### config.mk
export PLATFORM = sky130hd
export DESIGN_NAME = rom_pixel_fetch
export DESIGN_NICKNAME = d
export VERILOG_FILES = /design/src/rtl/vga_timing_pkg.sv /design/src/rtl/vga_timing_counter.sv /design/src/rtl/rom_pixel_fetch.sv
export SDC_FILE = /design/constraint.sdc
export NUM_CORES = 1
export LEC_CHECK = 0
export ABC_AREA = 1
export BUFFER_PORTS_ARGS = -buffer_cell sky130_fd_sc_hd__buf_4
export CAP_MARGIN = 15
export CORE_MARGIN = 1
export CORE_UTILIZATION = 50
export CTS_BUF_LIST = sky130_fd_sc_hd__clkbuf_2
export CTS_CLUSTER_DIAMETER = 60
export CTS_CLUSTER_SIZE = 24
export DETAILED_ROUTE_END_ITERATION = 10
export PLACE_DENSITY = 0.75
export SYNTH_ARGS = -nofsm -noshare
export SYNTH_HDL_FRONTEND = slang
export SYNTH_SLANG_ARGS = --single-unit
### constraint.sdc
create_clock -name clk -period 1.6 [get_ports clk]
set_clock_uncertainty 0.2 [all_clocks]
set_input_delay 0.08 -clock clk [delete_from_list [all_inputs] [get_ports clk]]
set_output_delay 0.08 -clock clk [all_outputs]
set_load 0.1 [all_outputs]
### src/rtl/vga_timing_pkg.sv
// Shared VGA timing defaults, derived totals and the control-pipeline record.
package vga_timing_pkg;

  localparam int H_ACTIVE_DEF = 640;
  localparam int H_FP_DEF     = 16;
  localparam int H_SYNC_DEF   = 96;
  localparam int H_BP_DEF     = 48;
  localparam int V_ACTIVE_DEF = 480;
  localparam int V_FP_DEF     = 10;
  localparam int V_SYNC_DEF   = 2;
  localparam int V_BP_DEF     = 33;

  localparam int H_TOTAL_DEF  = H_ACTIVE_DEF + H_FP_DEF + H_SYNC_DEF + H_BP_DEF;
  localparam int V_TOTAL_DEF  = V_ACTIVE_DEF + V_FP_DEF + V_SYNC_DEF + V_BP_DEF;

  localparam int SYNC_ACT_LOW  = 0;
  localparam int SYNC_ACT_HIGH = 1;

  // One raster position's worth of control, carried alongside the ROM read.
  typedef struct packed {
    logic active;
    logic hs;
    logic vs;
    logic first;
  } ctl_t;

  function automatic int span_total(int act, int fp, int sw, int bp);
    return act + fp + sw + bp;
  endfunction

endpackage

### src/rtl/vga_timing_counter.sv
// Raster position counters plus the raw (undelayed) timing strobes.
module vga_timing_counter
  import vga_timing_pkg::*;
#(
  parameter int H_ACTIVE = H_ACTIVE_DEF,
  parameter int H_FP     = H_FP_DEF,
  parameter int H_SYNC   = H_SYNC_DEF,
  parameter int H_BP     = H_BP_DEF,
  parameter int V_ACTIVE = V_ACTIVE_DEF,
  parameter int V_FP     = V_FP_DEF,
  parameter int V_SYNC   = V_SYNC_DEF,
  parameter int V_BP     = V_BP_DEF
) (
  input  logic clk,
  input  logic rst,
  output logic active,
  output logic hsync_raw,
  output logic vsync_raw,
  output logic first,
  output logic last
);

  localparam int H_TOTAL = span_total(H_ACTIVE, H_FP, H_SYNC, H_BP);
  localparam int V_TOTAL = span_total(V_ACTIVE, V_FP, V_SYNC, V_BP);
  localparam int HW      = $clog2(H_TOTAL);
  localparam int VW      = $clog2(V_TOTAL);

  localparam logic [HW-1:0] H_LAST = HW'(H_TOTAL - 1);
  localparam logic [VW-1:0] V_LAST = VW'(V_TOTAL - 1);
  localparam logic [HW-1:0] H_ACT  = HW'(H_ACTIVE);
  localparam logic [VW-1:0] V_ACT  = VW'(V_ACTIVE);
  localparam logic [HW-1:0] HS_LO  = HW'(H_ACTIVE + H_FP);
  localparam logic [HW-1:0] HS_HI  = HW'(H_ACTIVE + H_FP + H_SYNC - 1);
  localparam logic [VW-1:0] VS_LO  = VW'(V_ACTIVE + V_FP);
  localparam logic [VW-1:0] VS_HI  = VW'(V_ACTIVE + V_FP + V_SYNC - 1);

  logic [HW-1:0] hcnt;
  logic [VW-1:0] vcnt;

  // hcnt free-runs across the line; vcnt steps on each line wrap.
  always_ff @(posedge clk) begin
    if (rst) begin
      hcnt <= '0;
      vcnt <= '0;
    end else if (hcnt == H_LAST) begin
      hcnt <= '0;
      vcnt <= (vcnt == V_LAST) ? '0 : vcnt + VW'(1);
    end else begin
      hcnt <= hcnt + HW'(1);
    end
  end

  // Decode the current position into visible/sync/frame-boundary strobes.
  always_comb begin
    active    = (hcnt < H_ACT) && (vcnt < V_ACT);
    hsync_raw = (hcnt >= HS_LO) && (hcnt <= HS_HI);
    vsync_raw = (vcnt >= VS_LO) && (vcnt <= VS_HI);
    first     = (hcnt == '0) && (vcnt == '0);
    last      = (hcnt == H_LAST) && (vcnt == V_LAST);
  end

endmodule

### src/rtl/rom_pixel_fetch.sv
// ROM read initiator: raster timing, linear pixel address, 2-clk realignment.
module rom_pixel_fetch
  import vga_timing_pkg::*;
#(
  parameter int H_ACTIVE   = H_ACTIVE_DEF,
  parameter int H_FP       = H_FP_DEF,
  parameter int H_SYNC     = H_SYNC_DEF,
  parameter int H_BP       = H_BP_DEF,
  parameter int V_ACTIVE   = V_ACTIVE_DEF,
  parameter int V_FP       = V_FP_DEF,
  parameter int V_SYNC     = V_SYNC_DEF,
  parameter int V_BP       = V_BP_DEF,
  parameter int SYNC_POL   = SYNC_ACT_LOW,
  parameter int ADDR_WIDTH = 24,
  parameter int DATA_WIDTH = 24
) (
  input  logic                  clk,
  input  logic                  rst,
  output logic [ADDR_WIDTH-1:0] addr,
  input  logic [DATA_WIDTH-1:0] rdata,
  output logic                  hsync,
  output logic                  vsync,
  output logic                  de,
  output logic [DATA_WIDTH-1:0] rgb,
  output logic                  frame_start
);

  localparam logic SYNC_ON  = 1'(SYNC_POL);
  localparam logic SYNC_OFF = ~SYNC_ON;

  ctl_t ctl_raw;
  ctl_t ctl_d1;
  logic last;
  logic [ADDR_WIDTH-1:0] ptr;

  vga_timing_counter #(
    .H_ACTIVE(H_ACTIVE), .H_FP(H_FP), .H_SYNC(H_SYNC), .H_BP(H_BP),
    .V_ACTIVE(V_ACTIVE), .V_FP(V_FP), .V_SYNC(V_SYNC), .V_BP(V_BP)
  ) u_tc (
    .clk      (clk),
    .rst      (rst),
    .active   (ctl_raw.active),
    .hsync_raw(ctl_raw.hs),
    .vsync_raw(ctl_raw.vs),
    .first    (ctl_raw.first),
    .last     (last)
  );

  assign addr = ptr;

  // Pixels are stored row-major with no padding, so counting visible
  // cycles gives vcnt*H_ACTIVE+hcnt without a multiplier.
  always_ff @(posedge clk) begin
    if (rst || last) ptr <= '0;
    else if (ctl_raw.active) ptr <= ptr + ADDR_WIDTH'(1);
  end

  // Stage 1: control waits here while the ROM produces rdata.
  always_ff @(posedge clk) begin
    if (rst) ctl_d1 <= '0;
    else     ctl_d1 <= ctl_raw;
  end

  // Stage 2: registered outputs; blanking forces rgb to 0 whatever the ROM returns.
  always_ff @(posedge clk) begin
    if (rst) begin
      de          <= 1'b0;
      rgb         <= '0;
      frame_start <= 1'b0;
      hsync       <= SYNC_OFF;
      vsync       <= SYNC_OFF;
    end else begin
      de          <= ctl_d1.active;
      rgb         <= ctl_d1.active ? rdata : '0;
      frame_start <= ctl_d1.first;
      hsync       <= ctl_d1.hs ? SYNC_ON : SYNC_OFF;
      vsync       <= ctl_d1.vs ? SYNC_ON : SYNC_OFF;
    end
  end

endmodule

==> summary.txt, run 1 <==
Final layout
  • Share of cells above drive strength 1: 0.3498
  • ANT cells: 0
  • Fin cells: 726
  • Area grow syn2layout: 49.58%
  • Final Instance Area: 5152 µm²
  • Final core occ: 0.7933
  • Nets: 675

Yosys
  • Synth Instances: 498
  • Syn nets: 529
  • Avg Cell Area, Syn: 6.917 µm²
  • #FFs+latches synth: 76
  • Yosys warns: 0
  • Post-synth top area share: 0.4417
  • Synth area leaders: dfxtp_1, nand2_1, nor2_1
  • Post-Synthesis Cell Area: 3445 µm²
  • Yosys top cell by area: dfxtp_1
  • Post-synthesis sequential area ratio: 0.4417
  • Unique masters post-synth: 29

Pwr
  • Combinational share of power: 0.240
  • Total Power: 4.068 mW
  • Clock power share: 0.255
  • Psw: 1.562 mW
  • P_leak: 2.504 nW
  • Peak supply drop: 756.1 µV
  • Reg power frac: 0.505
  • Sw Ratio: 0.3841
  • Power density over the cells: 789.6 nW/µm²
  • Int Pwr: 2.506 mW

Setup path
  • Worst EP arrival: 1.89 ns
  • CP Max Fanout: 6
  • Critical Path Start: u_tc.vcnt[9]$_SDFFE_PP0N_
  • FF-to-FF Start: u_tc.vcnt[9]$_SDFFE_PP0N_
  • Worst Setup Path Type: reg2reg
  • Startpoint types: register
  • WP data required: 1.89 ns
  • Crit end category: register

Outcome
  • Failing checks: setup timing
  • Status: complete, but fails checks

Hold path
  • Worst hold path class: in2reg
  • Hold path startpoint: rdata[22]

Timing
  • Tmin final: 1.605 ns
  • Slew HR: 0.8020
  • Max Slew Vio Count: 0
  • Slew of the pin with the lowest slew margin: 0.2970 ns
  • Final period utilization: 1.003
  • Setup WS post-layout: -0.004551 ns
  • Fmax: 0.6232 GHz
  • RSZ-0062 raised after global routing: yes
  • Final Hold Fails: 0
  • TNS Setup: -0.004551 ns
  • Setup violators final: 1

Job
  • Max_cap viols: 0

Place
  • Placed inst area: 4425 µm²
  • PortBufs: 77
  • Dpl cells: 673
  • Routability cong.: 0.9041
  • DP HPWL: 5.848 mm

Detailed routing
  • Number of DRC markers in iteration 0: 106
  • Overall routed net length: 9.792 mm
  • Wire per inst: 13.49 µm
  • Post-route ant nets: 0
  • Vias/cell: 4.988
  • Vias: 3621
  • # DRC: 0
  • TritonRoute pass-1 iters: 5

Die
  • Die area: 7225 µm²
  • Starting density of the core: 0.5303
  • Die width: 85 µm
  • Core area: 6495 µm²
  • DIE HEIGHT: 85 µm
  • Io pins: 78
  • Num rows: 29

Clock tree
  • CTS tree: done
  • Clk sink count: 76
  • Clk pin slew, worst setup/hold paths: 0.30 ns
  • CTS max path bufs: 2
  • CTS H-tree depth: 3
  • Clock root cell: clkbuf_2
  • CTS buffer count: 9
  • Clk_lat worst skew: 0.53 ns

Global routing
  • Number of global-route vias before repair: 3241
  • Grt met1 use: 0.2881
  • GRT Total Usage: 0.2493
  • Total grt overflow: 0
  • GRT Max-Usage Layer: met2
  • First-pass GRT wire length: 14.27 mm
  • Met2 Use GR: 0.4538
  • Largest net degree at the start of global routing: 26
  • Met3 Resource Use GR: 0.03891
  • Initial antenna violation count: 0
==> area by class of cell <==
class	instances	area (µm²)
fill	435	1343
inverter	87	329.1
multi-input combinational	330	1789
timing repair buffer	140	1212
clock buffer	9	45.04
clock inverter	7	62.56
tap	77	96.34
sequential	76	1618
==> logic make-up after synthesis <==
logic type | after synthesis | share of synthesized area
xor+xnor | 8 | 0.02034
compound gates | 22 | 0.03742
fa+ha+maj | 5 | 0.01816
flops | 76 | 0.4417
simple gates | 293 | 0.3723
buf+inv | 94 | 0.1101
==> through the flow <==
step / setup WS, ns / hold slack (ns)
global route: -0.05571 / 0.01776
CTS: 0.006129 / 0.02283
floorplan: -0.08908 / -0.007783
global placement: 0.02914 / 0.09279
detailed placement: -0.01884 / 0.1004
finish: -0.004551 / 0.02910
==> layout by cell type (no fill, tap or decap), drive strengths merged, types with 11 or more instances in the layout <==
master,synthesis,final
buf,7,113
dlygate4sd3,0,25
nor2,117,118
nand3,39,39
dfxtp,76,76
nand4,11,11
nand2,119,120
clkbuf,0,11
inv,87,92
a21oi,12,12
==> state kept, by name, indices dropped and copies added (netlist names) <==
signal	flops
frame_start	1
addr	24
hsync	1
de	1
u_tc.vcnt	10
rgb	24
vsync	1
ctl_d1	4
u_tc.hcnt	10
==> per-layer routing <==
metal  up-vias  part of all wire
li1       1813                 -
met2       138              0.51
met4         0             0.032
met1      1640              0.40
met3        30             0.053
met5         -                 0
==> worst max-delay path: stages, from the launching register on <==
cell,delay [ns]
dfxtp_1,0.40
inv_1,0.13
nand2_1,0.11
nor2_4,0.15
nand2_4,0.12
buf_4,0.17
nor2_1,0.18
o21ai_4,0.07
inv_2,0.04
==> power groups by stage <==
stage               Combinational, mW  Sequential (mW)  Clock, mW
CTS                             0.920             2.05       1.04
floorplan                       0.195             2.54          0
finish                          0.977             2.05       1.04
global route                     1.03             2.06       1.13
detailed placement              0.868             2.08          0
global placement                0.859             2.08          0
==> worst paths after layout <==
path | endpoint | slack, ns | depth (start not counted)
worst max-delay path | addr[0]$_SDFFE_PP0P_ | -0.005 | 8
worst max register to register | addr[0]$_SDFFE_PP0P_ | -0.005 | 8
worst min-delay path | rgb[22]$_SDFF_PP0_ | 0.03 | 4
worst min register to register | frame_start$_SDFF_PP0_ | 0.16 | 2
==> cells in the mapped netlist, drive strengths merged <==
master / count
o21ai: 4
a2bb2oi: 1
buf: 7
a211oi: 1
nor4: 1
nor2: 117
nand3b: 2
a21oi: 12
xor2: 8
o22ai: 1
nor3b: 2
nand3: 39
nand4: 11
dfxtp: 76
ha: 5
nor3: 2
inv: 87
nand2: 119
o21bai: 3
==> what timing repair did <==
item                                    in CTS  in global routing
buffers inserted                             0                  7
endpoints found under the hold margin       75                  0
gates resized for setup                      6                 67
gates cloned                                 1                  4
pin swaps                                    1                 21
hold buffers                                25                  0
endpoints found under the setup margin      31                 40
No activity file was read; power rests on OpenSTA's default activity.
==> inputs of run 2 (changes only) <==
==> constraint.sdc (replaced) <==
create_clock -name clk -period 1.6 [get_ports clk]
set_clock_uncertainty 0.2 [all_clocks]
set_input_delay 0 -clock clk [delete_from_list [all_inputs] [get_ports clk]]
set_output_delay 0 -clock clk [all_outputs]
set_load 0.1 [all_outputs]
==> run 2 against run 1 <==
Effect of this change: the run still ends with setup timing left; clock power is essentially flat; via count increased by 8.0%; fmax down 3.9%; clock-buffer cell count unchanged; critical path depth rose by 1; hold slack lost 0.015 ns; wire length rose by 17%; sequential power hardly changed; sequential share of layout area fell by 2.1 points.
==> summary.txt, run 2 (synthesis results as in run 1) <==
Clock tree
  • Clk_lat worst skew: 0.54 ns (was 0.53 ns)
  • CTS max path bufs: 2 (unchanged)
  • Clock root cell: clkbuf_2 (unchanged)
  • Clk sink count: 76 (unchanged)
  • CTS tree: done (unchanged)
  • CTS buffer count: 9 (unchanged)
  • Clk pin slew, worst setup/hold paths: 0.26 ns (was 0.30 ns)
  • CTS H-tree depth: 3 (unchanged)

Timing
  • Max Slew Vio Count: 0 (unchanged)
  • Slew HR: 0.8030 (was 0.8020)
  • RSZ-0062 raised after global routing: yes (unchanged)
  • Fmax: 0.5989 GHz (was 0.6232 GHz)
  • Setup violators final: 21 (was 1)
  • Slew of the pin with the lowest slew margin: 0.2956 ns (was 0.2970 ns)
  • Tmin final: 1.670 ns (was 1.605 ns)
  • Setup WS post-layout: -0.06963 ns (was -0.004551 ns)
  • Hold WS: 0.01454 ns (was 0.02910 ns)
  • Final period utilization: 1.044 (was 1.003)
  • Final Hold Fails: 0 (unchanged)

Setup path
  • CP Max Fanout: 7 (was 6)
  • Startpoint types: register (unchanged)
  • Worst EP arrival: 1.90 ns (was 1.89 ns)
  • FF-to-FF path depth: 9 (was 8)
  • Crit-path max cell delay: 0.42 ns (was 0.40 ns)
  • WP data required: 1.83 ns (was 1.89 ns)
  • Worst path most repeated cell: nand2_4
  • Worst Setup Path Type: reg2reg (unchanged)
  • Slowest library cell on the worst path: dfxtp_2 (was dfxtp_1)
  • Crit end category: register (unchanged)
  • Cell Chain, Critical Path: ha_4, nand3_4, nor2_4, nand2_4, nand2_4, nand2_8, buf_12, nand2_2, nor2_1 (was inv_1, nand2_1, nor2_4, nand2_4, buf_4, nor2_1, o21ai_4, inv_2)

Pwr
  • Int Pwr: 2.553 mW (was 2.506 mW)
  • Clock power share: 0.257 (was 0.255)
  • P_leak: 2.575 nW (was 2.504 nW)
  • Psw: 1.605 mW (was 1.562 mW)
  • Reg power frac: 0.494 (was 0.505)
  • Peak supply drop: 703.9 µV (was 756.1 µV)
  • Combinational share of power: 0.249 (was 0.240)
  • Power density over the cells: 753.8 nW/µm² (was 789.6 nW/µm²)
  • Sw Ratio: 0.3860 (was 0.3841)

Outcome
  • Failing checks: setup timing (unchanged)
  • Status: complete, but fails checks (unchanged)

Hold path
  • Worst hold path class: in2reg (unchanged)
  • WHS Path Cells: 4 (unchanged)

Final layout
  • ANT cells: 0 (unchanged)
  • Commonest non-fill, non-tap cell in the layout: buf_4 (was nand2_1)
  • Final core occ: 0.8494 (was 0.7933)
  • Filler cells: 347 (was 435)
  • Most frequent cells in the layout: buf_4, nor2_1, nand2_1, inv_1, dlygate4sd3_1 (was nand2_1, buf_4, nor2_1, inv_1, dfxtp_1)
  • Nets: 699 (was 675)
  • Area grow syn2layout: 60.15% (was 49.58%)
  • Share of cells above drive strength 1: 0.3804 (was 0.3498)

Global routing
  • First-pass GRT wire length: 15.44 mm (was 14.27 mm)
  • Total grt overflow: 0 (unchanged)
  • Largest net degree at the start of global routing: 26 (unchanged)
  • GRT Total Usage: 0.2733 (was 0.2493)
  • Number of global-route vias before repair: 3516 (was 3241)
  • Initial antenna violation count: 0 (unchanged)

Detailed routing
  • Post-route ant nets: 0 (unchanged)
  • Vias: 3909 (was 3621)
  • Number of DRC markers in iteration 0: 216 (was 106)
  • Vias/cell: 5.212 (was 4.988)
  • Overall routed net length: 11.49 mm (was 9.792 mm)
  • TritonRoute pass-1 iters: 5 (unchanged)
  • Wire per inst: 15.32 µm (was 13.49 µm)
  • # DRC: 0 (unchanged)

Job
  • Max_cap viols: 0 (unchanged)

Place
  • PortBufs: 77 (unchanged)
  • DP HPWL: 5.868 mm (was 5.848 mm)
  • Routability cong.: 0.9052 (was 0.9041)

Die
  • Die area: 7225 µm² (unchanged)
  • Starting density of the core: 0.5303 (unchanged)
  • Core area: 6495 µm² (unchanged)
  • DIE HEIGHT: 85 µm (unchanged)
  • Num rows: 29 (unchanged)
  • Io pins: 78 (unchanged)
  • Die width: 85 µm (unchanged)
[run 2: critical path, delay by kind of cell (launching register included)]
kind                       cells  cell delay (ns)
DFF                            1             0.42
adders and majority gates      1             0.16
buffers and inverters          1             0.15
and+or+nand+nor                7             0.62
[run 2: area by class of cell]
| class | count | area, µm² | share of cell area |
|---|---|---|---|
| multi-input cells | 329 | 1899 | 0.3443 |
| flip-flops and latches | 76 | 1618 | 0.2933 |
| repair buffers | 165 | 1456 | 0.2640 |
| inverters | 87 | 331.6 | 0.06010 |
| well taps | 77 | 96.34 | 0.01746 |
| clock inverters | 7 | 70.07 | 0.01270 |
| clock buffers | 9 | 45.04 | 0.008165 |
[run 2: repair_timing]
action	4_1_cts	5_1_grt
gates cloned	1	3
setup endpoints to repair	27	36
hold buffers	48	0
setup buffers	1	8
pin swaps	2	33
endpoints found under the hold margin	75	0
resized for setup	9	93
[run 2: path summary, 6_finish.rpt]
path                                              start               endpoint  slack [ns]
worst max-delay path            u_tc.hcnt[0]$_SDFF_PP0_  addr[23]$_SDFFE_PP0P_       -0.07
worst min-delay path                           rdata[1]      rgb[1]$_SDFF_PP0_        0.01
worst max register to register  u_tc.hcnt[0]$_SDFF_PP0_  addr[23]$_SDFFE_PP0P_       -0.07
worst min register to register     ctl_d1[2]$_SDFF_PP0_       hsync$_SDFF_PP1_        0.20
[run 2: power groups by stage]
stage	registers (mW)	logic, mW	clock network (mW)
after floorplan	2.54	0.195	0
after global placement	2.08	0.859	0
after detailed placement	2.08	0.868	0
after CTS	2.05	0.964	1.06
after global routing	2.07	1.08	1.14
final	2.05	1.03	1.07
[run 2: metrics by stage]
stage	setup slack (ns)	total power [mW]	cells	TNS [ns]	instance area (µm²)
6_report	-0.06963	4.158	750	-0.8961	5517
2_1_floorplan	-0.08908	2.736	498	-0.4029	3556
3_3_place_gp	0.02973	2.940	673	0	4425
3_5_place_dp	-0.02204	2.951	673	-0.1190	4425
4_1_cts	0.004255	4.068	739	0	5065
5_1_grt	-0.1195	4.290	750	-1.922	5517
[run 2: layer usage]
layer	up-vias	routed length [µm]	GRT usage	share of wire
li1	1865	-	-	-
met1	1799	4318	0.3066	0.38
met2	190	5946	0.4956	0.52
met3	55	708	0.04572	0.062
met4	0	514	0.1433	0.045
met5	-	0	0	0
